$ cat config.mk
export PLATFORM = sky130hd
export DESIGN_NAME = adc_uart_framer
export DESIGN_NICKNAME = d
export VERILOG_FILES = /design/src/rtl/adc_uart_framer.sv
export SDC_FILE = /design/constraint.sdc
export NUM_CORES = 1
export LEC_CHECK = 0
export BUFFER_PORTS_ARGS = -buffer_cell sky130_fd_sc_hd__buf_4
export CAP_MARGIN = 30
export CORE_ASPECT_RATIO = 0.8
export CORE_UTILIZATION = 65
export DETAILED_ROUTE_END_ITERATION = 16
export HOLD_SLACK_MARGIN = 0.1
export PLACE_DENSITY = 0.91
export SETUP_SLACK_MARGIN = 0.15
export SLEW_MARGIN = 20
export SYNTH_ARGS = -nofsm -noshare
export SYNTH_HDL_FRONTEND = slang
export SYNTH_SLANG_ARGS = --single-unit
export TNS_END_PERCENT = 1
$ cat constraint.sdc
create_clock -name i_clk -period 5.3 [get_ports i_clk]
set_input_delay 0.53 -clock i_clk [delete_from_list [all_inputs] [get_ports i_clk]]
set_output_delay 0.53 -clock i_clk [all_outputs]
set_load 0.02 [all_outputs]
$ cat src/rtl/adc_uart_framer.sv
// ADC sample FIFO and byte framer feeding uart_tx: {SYNC_NIBBLE, s[11:8]}, s[7:0].
// Define FRAMER_CHECKSUM_EN to append a third byte (HI ^ LO) to every frame.
module adc_uart_framer #(
    parameter int          SAMPLE_BITS = 12,
    parameter int          FIFO_DEPTH  = 8,
    parameter logic [3:0]  SYNC_NIBBLE = 4'hA
) (
    input  logic                         i_clk,
    input  logic                         i_rst,
    input  logic [SAMPLE_BITS-1:0]       i_sample,
    input  logic                         i_sample_valid,
    input  logic                         i_tx_ready,
    output logic [7:0]                   o_tx_data,
    output logic                         o_tx_enb,
    output logic                         o_overflow,
    output logic [$clog2(FIFO_DEPTH):0]  o_fifo_level
);

    localparam int AW = $clog2(FIFO_DEPTH);
    localparam logic [AW:0] ONE = {{AW{1'b0}}, 1'b1};

`ifdef FRAMER_CHECKSUM_EN
    typedef enum logic [1:0] {ST_IDLE = 2'd0, ST_HI = 2'd1, ST_LO = 2'd2, ST_CHK = 2'd3} state_t;
`else
    typedef enum logic [1:0] {ST_IDLE = 2'd0, ST_HI = 2'd1, ST_LO = 2'd2} state_t;
`endif

    function automatic logic [7:0] hi_byte(input logic [11:0] s);
        return {SYNC_NIBBLE, s[11:8]};
    endfunction

`ifdef FRAMER_CHECKSUM_EN
    function automatic logic [7:0] chk_byte(input logic [11:0] s);
        return hi_byte(s) ^ s[7:0];
    endfunction
`endif

    state_t       state_r, state_nx_s;
    logic [11:0]  mem_r [FIFO_DEPTH];
    logic [AW:0]  wr_ptr_r, rd_ptr_r, level_r;
    logic [11:0]  sample_r, head_s, sample_ext_s;
    logic [7:0]   tx_data_r, tx_data_nx_s;
    logic         tx_enb_r, overflow_r;
    logic         full_s, empty_s, push_s, pop_s, accept_s;

    assign sample_ext_s = 12'(i_sample);
    assign empty_s  = (wr_ptr_r == rd_ptr_r);
    assign full_s   = (wr_ptr_r[AW] != rd_ptr_r[AW]) && (wr_ptr_r[AW-1:0] == rd_ptr_r[AW-1:0]);
    assign head_s   = mem_r[rd_ptr_r[AW-1:0]];
    // A full FIFO still takes a sample in the same cycle the framer pops one.
    assign push_s   = i_sample_valid && (!full_s || pop_s);
    assign accept_s = tx_enb_r && i_tx_ready;

    // Next-state logic; pop_s loads the FIFO head into sample_r at the HI transition.
    always_comb begin
        state_nx_s = state_r;
        pop_s      = 1'b0;
        case (state_r)
            ST_IDLE: begin
                if (!empty_s) begin
                    pop_s      = 1'b1;
                    state_nx_s = ST_HI;
                end else begin
                    state_nx_s = ST_IDLE;
                end
            end
            ST_HI: begin
                if (accept_s) state_nx_s = ST_LO;
                else          state_nx_s = ST_HI;
            end
`ifdef FRAMER_CHECKSUM_EN
            ST_LO: begin
                if (accept_s) state_nx_s = ST_CHK;
                else          state_nx_s = ST_LO;
            end
            ST_CHK: begin
`else
            ST_LO: begin
`endif
                if (accept_s && !empty_s) begin
                    pop_s      = 1'b1;
                    state_nx_s = ST_HI;
                end else if (accept_s) begin
                    state_nx_s = ST_IDLE;
                end else begin
                    state_nx_s = state_r;
                end
            end
            default: state_nx_s = ST_IDLE;
        endcase
    end

    // Next byte to present, registered below so o_tx_enb has no path from i_tx_ready.
    always_comb begin
        tx_data_nx_s = 8'h00;
        case (state_nx_s)
            ST_HI: begin
                if (pop_s) tx_data_nx_s = hi_byte(head_s);
                else       tx_data_nx_s = tx_data_r;
            end
            ST_LO:   tx_data_nx_s = sample_r[7:0];
`ifdef FRAMER_CHECKSUM_EN
            ST_CHK:  tx_data_nx_s = chk_byte(sample_r);
`endif
            default: tx_data_nx_s = 8'h00;
        endcase
    end

    // FSM state, current sample and registered TX outputs.
    always_ff @(posedge i_clk) begin
        if (i_rst) begin
            state_r   <= ST_IDLE;
            sample_r  <= 12'h000;
            tx_data_r <= 8'h00;
            tx_enb_r  <= 1'b0;
        end else begin
            state_r   <= state_nx_s;
            tx_data_r <= tx_data_nx_s;
            tx_enb_r  <= (state_nx_s != ST_IDLE);
            if (pop_s) sample_r <= head_s;
        end
    end

    // FIFO pointers, level and sticky overflow flag.
    always_ff @(posedge i_clk) begin
        if (i_rst) begin
            wr_ptr_r   <= '0;
            rd_ptr_r   <= '0;
            level_r    <= '0;
            overflow_r <= 1'b0;
        end else begin
            if (push_s) wr_ptr_r <= wr_ptr_r + ONE;
            if (pop_s)  rd_ptr_r <= rd_ptr_r + ONE;
            if (push_s && !pop_s)      level_r <= level_r + ONE;
            else if (!push_s && pop_s) level_r <= level_r - ONE;
            if (i_sample_valid && full_s && !pop_s) overflow_r <= 1'b1;
        end
    end

    // Sample storage; contents are don't-care until written.
    always_ff @(posedge i_clk) begin
        if (push_s) mem_r[wr_ptr_r[AW-1:0]] <= sample_ext_s;
    end

    assign o_tx_data    = tx_data_r;
    assign o_tx_enb     = tx_enb_r;
    assign o_overflow   = overflow_r;
    assign o_fifo_level = level_r;

endmodule

== Yosys cells after proc, flatten, opt, wreduce, memory -nomap -nowiden ==
Memories as Yosys holds them, arrays and structs flattened. A register that Yosys moved wholly into a read port is not among the register bits.
Index checks and enable logic that the tools add are counted.
Operators by class
  reduce and logical (&&, ||, !) cells: 16
  multiplexer cells: 16
  equal/unequal tests: 8
  add/sub/neg operators: 4
Operator list (number)
  $pmux W8 S2: 1
  $add A4 B1 Y4 const B: 3
  $logic_and A1 B1 Y1: 8
  $mux W4: 2
  $mux W8: 1
  $mux W2: 3
  $mux W3: 2
  $pmux W2 S3: 1
  $mux W1: 5
  $eq A2 B1 Y1 const B: 2
  $eq A2 B2 Y1 const B: 2
  $eq A4 B4 Y1: 1
  $logic_not A1 Y1: 4
  $reduce_bool A2 Y1: 2
  $sub A4 B1 Y4 const B: 1
  $eq A3 B3 Y1: 1
  $logic_not A2 Y1: 1
  $ne A2 B2 Y1 const B: 1
  $pmux W1 S2: 1
  $logic_or A1 B1 Y1: 1
  $ne A1 B1 Y1: 1
Word-level totals
  memories: 1
  logic and storage cells: 53
  output and inout port bits: 14
  bits in registers: 32
  bits in writable memories: 96
  input bits: 16
Memory list
  mem_r: words 8, width 12, rd ports 1, clocked after memory_dff 1, write ports 1, line 39  | logic [11:0] mem_r [FIFO_DEPTH];

== Depth between registers and ports, before layout ==
Gate-level depths: netlist of the first run.
  depth after elaboration: 11
  depth in mapped cells: 13
  depth with buffers taken out: 12

== Least setup slack after synthesis of the first run ==
No wires, ideal clock.
  kind: input to register
  from: input i_tx_ready
  to: register level_r[3], in the netlist o_fifo_level[3]
  slack: 2.540 ns
  stages on the path: 12
  arrival time: 2.690 ns
  cell sequence: nand2_1 a21oi_4 and2_4 clkinv_1 ha_1 inv_1 ha_1 a21o_1 a21oi_1 xnor2_1 or3_1 a21oi_1
On the way
  longest elaborated chain between the ends: 9
Ends and longest elaborated chain
  from (decl): line 12  | input logic i_tx_ready,
  $logic_and A1 B1 Y1 (*): line 52  | assign accept_s = tx_enb_r && i_tx_ready;
  $logic_and A1 B1 Y1 (*): line 80  | if (accept_s && !empty_s) begin
  $mux W1 (*): line 80
  $pmux W1 S2 (*): line 58  | case (state_r)
  $logic_or A1 B1 Y1: line 51  | assign push_s = i_sample_valid && (!full_s || pop_s);
  $logic_and A1 B1 Y1: line 51
  $logic_not A1 Y1: line 135  | else if (!push_s && pop_s) level_r <= level_r - ONE;
  $logic_and A1 B1 Y1: line 135
  $reduce_bool A2 Y1 (no line)
  to (signal assigned): line 134  | if (push_s && !pop_s) level_r <= level_r + ONE;
  to (signal assigned): line 135
  to (decl): line 40  | logic [AW:0] wr_ptr_r, rd_ptr_r, level_r;
Mark *: on every way between the ends. The rest lies on a longest branch, timed or not.
A chain may end at the register's enable or synchronous reset.

== Worst setup path after layout of the first run ==
  from: register tx_enb_r, in the netlist o_tx_enb
  to: register level_r[3], in the netlist o_fifo_level[3]
On the way
  longest elaborated chain between the ends: 9
Ends and longest elaborated chain
  from (decl): line 43  | logic tx_enb_r, overflow_r;
  from (signal assigned): line 119  | tx_enb_r <= (state_nx_s != ST_IDLE);
  $logic_and A1 B1 Y1 (*): line 52
  $logic_and A1 B1 Y1 (*): line 80
  $mux W1 (*): line 80
  $pmux W1 S2 (*): line 58
  $logic_or A1 B1 Y1: line 51
  $logic_and A1 B1 Y1: line 51
  $logic_not A1 Y1: line 135
  $logic_and A1 B1 Y1: line 135
  $reduce_bool A2 Y1 (no line)
Marked as above.

==> flow_summary.toml, run 1 <==
[route]
route.antenna.remaining_nets = 0
first_pass_iters = 4
drt_wl_total_mm = 10.1
post-route-drc-count = 0
routed_wire_length_per_instance_um = 20.7
vias = 2903
via_per_inst = 5.94
iteration_0_drc_count_of_the_detailed_router = 181

[floorplan]
floorplan.core_area_sq_mm = 0.00795
start_util_pct = 67.0
dieArea_sq_mm = 0.00856
die_y_um = 83.0
placementRows = 29
die_span_in_x_um = 103
ioPinCount = 30

[logic_synthesis]
syn_area_sq_mm = 0.00533
synth_warnings = 0
dominantRegCellSynth = "sky130_fd_sc_hd__edfxtp_1"
yosysSeqAreaShare_pct = 67.3
ys_async_sr_fraction_pct = 0
synth-edff-count = 96
postSynthNetCount = 351
ys_seq_elements = 131
synthesis.instances = 326
postSynthAreaPerCell_sq_um = 16.3
synth.lib_cells_used.distinct = 49

[critical_path]
crit_end = "o_fifo_level[3]"
setup.worst_path.end_class = "register"
count_of_cells_along_the_worst_register_to_register_path = 12
timing.critical_path.from_type = "register"
critical-path-max-stage-delay_ns = 0.37
worstSetupPathType = "register to register"
path_cells = "nand2_1, a21oi_4, and2_4, clkinv_1, ha_1, inv_1, ha_1, a21o_1, a21oi_1, xnor2_1, or3_1, a21oi_1"
critical-path-top-delay-family = "simple AND/OR/NAND/NOR gates"
critical_path.reg2reg.endpoint = "o_fifo_level[3]"
path_depth = 12
timing.critical_path.required_ns = 5.75
critical_path.max_fanout = 21
worst-endpoint-arrival_ns = 3.42
slowest_cell_on_the_critical_path = "sky130_fd_sc_hd__a21oi_4"
critPathLaunch = "o_tx_enb"
setup.reg_to_reg.worst_slack_ns = 2.33
cp_num_buf_inv = 2
r2r-start = "o_tx_enb"

[placement]
numPortBuffers = 29
globalplace.congestion = 0.799
hpwlAfterDp_mm = 6.09
dpl.cell_count = 456

[global_route]
overflow = 0
antenna_found_initial = 0
global_route_wire_length_before_repair_mm = 15.6
vias_in_the_first_global_route = 2917
grt_use_total_pct = 26.4
pin_count_of_the_biggest_net_entering_global_routing = 32

[clock_tree]
cts.htree.levels = 4
clk_pin_slew_worst_paths_ns = 0.06
cts_tree = "yes"
cts_sink_count = 131
cts_repair_resize_count = 0
cts_buffer_depth = 2
cts_root_buf = "sky130_fd_sc_hd__clkbuf_8"
cts_hold_buf = 0
worst_skew_pair.late_latency_ns = 0.52
cts_buffers = 17
post_cts_buffers = 0

[final_layout]
post_route_cells_drive_above_1_share_pct = 28.6
finalNetCount = 393
num-fill-cells = 420
final_cell_count_no_fill = 489
antenna-diode-count = 0
area.growth.synth_to_final_pct = 16.7

[timing]
grt_setup_unrepaired = "false"
timing.final.crit_share_pct = 56.1
timing.clock.skew_ns = 0.00962
report.final.slew_viol_count = 0
period_minus_slack_ns = 2.97
timing.final.setup_violations = 0
worst-slew-pin-transition_ns = 0.845
holdWs_ns = 0.241
slew-limit-headroom_pct = 43.6
max_clock_freq_mhz = 336
final-hold-violation-count = 0
finalSetupTns_ns = 0

[worst_hold_path]
worstHoldPathType = "input port to register"

[run_status]
outcome = "completed"

[power]
ir_worst_vdd_mv = 0.345
power_leakage_nw = 2.14
power-per-cell-area_mw_per_mm2 = 502

[flow_run]
max_cap_viol_count = 0
==> cell usage after synthesis (3+ instances only) <==
cell type                   number  area [sq um]
sky130_fd_sc_hd__a211oi_1        8          60.1
sky130_fd_sc_hd__a21oi_1        10          50.1
sky130_fd_sc_hd__a32o_1          4          40.0
sky130_fd_sc_hd__buf_1           4          15.0
sky130_fd_sc_hd__buf_2           3          15.0
sky130_fd_sc_hd__buf_4           3          22.5
sky130_fd_sc_hd__dfxtp_1        35           701
sky130_fd_sc_hd__edfxtp_1       96          2880
sky130_fd_sc_hd__ha_1            8           100
sky130_fd_sc_hd__inv_1           6          22.5
sky130_fd_sc_hd__mux2i_1        18           180
sky130_fd_sc_hd__mux4_2         20           450
sky130_fd_sc_hd__nand2_1        22          82.6
sky130_fd_sc_hd__nand3_1         6          30.0
sky130_fd_sc_hd__nor2_1         30           113
sky130_fd_sc_hd__nor3_1          3          15.0
sky130_fd_sc_hd__o2111ai_1       4          35.0
sky130_fd_sc_hd__xnor2_1         3          26.3
sky130_fd_sc_hd__xnor2_2         3          48.8
sky130_fd_sc_hd__xor2_1          4          35.0
==> flip-flops by register name, indices dropped and copies added (netlist names), named ones only <==
| name | flops |
|---|---|
| o_tx_data | 8 |
| state_r | 2 |
| o_fifo_level | 4 |
| mem_r | 96 |
| rd_ptr_r | 4 |
| o_overflow | 1 |
| wr_ptr_r | 4 |
| o_tx_enb | 1 |
| sample_r | 8 |
==> stage by stage <==
stage               utilization (%)  setup slack, ns  total power, mW  cell area, sq um
global placement               71.1             2.17             2.01              5650
finish                         78.2             2.33             3.12              6210
global route                   78.2             2.13             3.26              6210
detailed placement             71.1             2.03             2.05              5650
floorplan                         -             2.54             1.89              5330
CTS                            78.0             2.33             3.12              6190
==> where the power goes <==
group / internal, mW / switching, mW / leakage [nW]
Clock: 0.627 / 0.442 / 0.262
Sequential: 1.19 / 0.0764 / 1.16
Combinational: 0.349 / 0.431 / 0.718
==> area by class of cell <==
class	count	area [sq um]	area share, %
clock buffers	18	418	6.72
clock inverters	14	130	2.09
inverters	7	26.3	0.423
multi-input cells	172	1620	26.0
flip-flops and latches	131	3580	57.7
well taps	108	135	2.17
repair buffers	39	305	4.91
==> cell usage in the layout, fill, tap and decap left out, drive strengths merged, types with 3 or more instances in the layout <==
master / count
edfxtp: 96
buf: 39
dfxtp: 35
nor2: 30
nand2: 23
mux4: 20
mux2i: 18
clkbuf: 18
a21oi: 11
inv: 10
a211oi: 8
ha: 8
nand3: 7
xnor2: 7
clkinv: 7
xor2: 4
o2111ai: 4
a32o: 4
clkinvlp: 3
nor3: 3
a31oi: 3
==> kinds of logic after synthesis <==
| kind of cell | synth area share (%) |
|---|---|
| and+or+nand+nor | 6.74 |
| muxes | 11.8 |
| adders and majority gates | 2.26 |
| DFF | 67.3 |
| xor gates and xnor gates | 2.58 |
| AOI/OAI and AO/OA | 6.72 |
| buffers and inverters | 2.58 |
==> worst reg2reg max path, delay by kind of cell, from the launching register on <==
kind | cells | cell delay (ns)
adder cells (fa/ha/maj) | 2 | 0.48
flip-flops | 1 | 0.33
XOR/XNOR | 1 | 0.10
AO/OA/AOI/OAI | 4 | 0.84
AND/OR/NAND/NOR | 3 | 0.86
buffers and inverters | 2 | 0.30
==> worst min path at each step <==
stage	start	endpoint	slack, ns	cells after the start
2_1_floorplan	sample_r[4]	o_tx_data[4]	0.46	2
3_3_place_gp	o_tx_data[6]	o_tx_data[6]	0.44	2
3_5_place_dp	o_overflow	o_overflow	0.47	2
4_1_cts	i_sample[1]	mem_r[2][1]	0.22	1
5_1_grt	i_sample[1]	mem_r[0][1]	0.22	1
6_report	i_sample[7]	mem_r[5][7]	0.24	1
==> routing by layer <==
metal | up-vias | wire length, um | GRT usage (%)
li1 | 1336 | - | -
met1 | 1459 | 4130 | 33.8
met2 | 95 | 5320 | 41.6
met3 | 13 | 570 | 8.59
met4 | 0 | 128 | 10.8
met5 | - | 0 | 0
No activity file was read; power rests on OpenSTA's default activity.
==> inputs of run 2 (changes only) <==
CORE_UTILIZATION = 54   (was 65)
PLACE_DENSITY = 0.82   (was 0.91)
clock period = 2.5 ns   (was 5.3 ns; I/O delays follow)
==> flow_summary.toml, run 2 (synthesis results as in run 1) <==
[run_status]
outcome = "completed"

[critical_path]
slowest_cell_on_the_critical_path = "sky130_fd_sc_hd__or3_1"
timing.critical_path.required_ns = 2.85
critical_path.reg2reg.endpoint = "o_fifo_level[3]"
timing.critical_path.from_type = "register"
critical-path-top-delay-family = "compound AO/OA/AOI/OAI gates"
count_of_cells_along_the_worst_register_to_register_path = 12
critical-path-max-stage-delay_ns = 0.39
setup.worst_path.end_class = "register"
path_depth = 12
worstSetupPathType = "register to register"
worst-endpoint-arrival_ns = 2.76
crit_end = "o_fifo_level[3]"
critical_path.max_fanout = 3
setup.reg_to_reg.worst_slack_ns = 0.09
path_cells = "xnor2_4, nand3_2, o31ai_4, inv_2, ha_4, inv_4, ha_4, a21o_1, a21oi_2, xnor2_1, or3_1, a21oi_2"
critPathLaunch = "rd_ptr_r[1]"
cp_num_buf_inv = 2
r2r-start = "rd_ptr_r[1]"

[timing]
final-hold-violation-count = 0
report.final.slew_viol_count = 0
max_clock_freq_mhz = 414
timing.final.setup_violations = 0
period_minus_slack_ns = 2.41
final.setup.worst_slack_ns = 0.0872
timing.final.crit_share_pct = 96.5
slew-limit-headroom_pct = 53.1
worst-slew-pin-transition_ns = 0.702
timing.clock.skew_ns = 0.00784
grt_setup_unrepaired = "true"

[route]
post-route-drc-count = 0
first_pass_iters = 5
iteration_0_drc_count_of_the_detailed_router = 240
drt_wl_total_mm = 10.9
vias = 3118
via_per_inst = 5.88
routed_wire_length_per_instance_um = 20.6
route.antenna.remaining_nets = 0

[worst_hold_path]
worstHoldPathType = "input port to register"

[clock_tree]
worst_skew_pair.late_latency_ns = 0.41
cts.htree.levels = 4
clk_pin_slew_worst_paths_ns = 0.06
cts_sink_count = 131
cts_buffers = 17
cts_tree = "yes"
cts_root_buf = "sky130_fd_sc_hd__clkbuf_16"
cts_buffer_depth = 2

[flow_run]
max_cap_viol_count = 0

[global_route]
overflow = 0
pin_count_of_the_biggest_net_entering_global_routing = 32
global_route_wire_length_before_repair_mm = 17.1
vias_in_the_first_global_route = 3205
grt_use_total_pct = 23.5
antenna_found_initial = 0

[floorplan]
die_y_um = 90.8
floorplan.core_area_sq_mm = 0.00961
placementRows = 32
start_util_pct = 55.4
dieArea_sq_mm = 0.0103
die_span_in_x_um = 113
ioPinCount = 30

[power]
ir_worst_vdd_mv = 0.574
power-per-cell-area_mw_per_mm2 = 1080
power_leakage_nw = 2.34

[placement]
place_area_sq_mm = 0.00581
numPortBuffers = 29
globalplace.congestion = 0.744
pre_cts_slack_ns = -0.0437
dpl.cell_count = 480
hpwlAfterDp_mm = 6.42

[final_layout]
num-fill-cells = 618
ff_latch_area_sq_mm = 0.00361
finish.instance_area_sq_mm = 0.00668
layout.cells.most_common_list = "sky130_fd_sc_hd__edfxtp_1, sky130_fd_sc_hd__buf_4, sky130_fd_sc_hd__nor2_1"
final_cell_count_no_fill = 530
post_route_cells_drive_above_1_share_pct = 36.0
antenna-diode-count = 0
layout.cells.most_common = "sky130_fd_sc_hd__edfxtp_1"
multiInputGateArea_sq_mm = 0.00170
flip_flop_count_of_the_largest_register_all_copies_and_words_added = 96
finalNetCount = 423
area.growth.synth_to_final_pct = 25.5
[run 2: cell types whose count changed in the layout (fill, tap and decap cells not counted), moves of 4 or more]
cell / before / now
sky130_fd_sc_hd__buf_4: 38 / 54
sky130_fd_sc_hd__dfxtp_1: 34 / 23
sky130_fd_sc_hd__dfxtp_2: 1 / 8
sky130_fd_sc_hd__dfxtp_4: 0 / 4
sky130_fd_sc_hd__dlygate4sd3_1: 0 / 12
sky130_fd_sc_hd__ha_1: 8 / 4
[run 2: through the flow]
| step | power (mW) | TNS [ns] | hold slack, ns | utilization, % |
|---|---|---|---|---|
| after detailed placement | 4.52 | -0.0437 | 0.458 | 60.5 |
| after floorplan | 4.03 | 0 | 0.349 | - |
| after global routing | 7.52 | -0.0164 | 0.178 | 69.6 |
| after CTS | 7.20 | 0 | 0.143 | 69.1 |
| final | 7.23 | 0 | 0.165 | 69.6 |
| after global placement | 4.45 | 0 | 0.440 | 60.5 |
[run 2: worst min-delay path: stages]
cell	delay [ns]
sky130_fd_sc_hd__buf_4	0.13
sky130_fd_sc_hd__a21oi_1	0.08
sky130_fd_sc_hd__nor2_1	0.07
[run 2: final cells by class]
class | instances | share of cell area [%]
flip-flops and latches | 131 | 54.0
multi-input cells | 172 | 25.5
repair buffers | 69 | 8.63
clock buffers | 18 | 6.42
clock inverters | 14 | 2.79
well taps | 119 | 2.23
inverters | 7 | 0.449
[run 2: how the worst min path moves through the flow]
stage                     slack [ns]  depth (start not counted)      startpoint           end
after CTS                       0.14                          3  i_sample_valid    o_overflow
after global routing            0.18                          3  i_sample_valid    o_overflow
after global placement          0.44                          2    o_tx_data[6]  o_tx_data[6]
after floorplan                 0.35                          0     i_sample[0]   mem_r[0][0]
final                           0.16                          3  i_sample_valid    o_overflow
after detailed placement        0.46                          2    o_tx_data[4]  o_tx_data[4]
[run 2: what timing repair did]
| action | 4_1_cts | 5_1_grt |
|---|---|---|
| setup endpoints to repair | 5 | 5 |
| gates cloned | 0 | 0 |
| hold buffers | 12 | 0 |
| gates resized for setup | 16 | 6 |
| buffers inserted | 5 | 1 |
| pin swaps | 9 | 9 |
| hold endpoints to repair | 96 | 0 |
[run 2: power by group]
part	total [mW]	internal, mW	switching (mW)
Clock	2.56	1.66	0.895
Combinational	1.94	0.944	0.992
Sequential	2.74	2.54	0.198
[run 2: metal layers]
metal,part of all wire (%),wire length (um),up-vias,track usage (%)
met5,0,0,-,0
met4,1.9,210,0,10.5
met3,6.3,685,23,7.11
met2,50,5510,131,37.3
met1,41,4530,1566,30.0
li1,-,-,1398,-
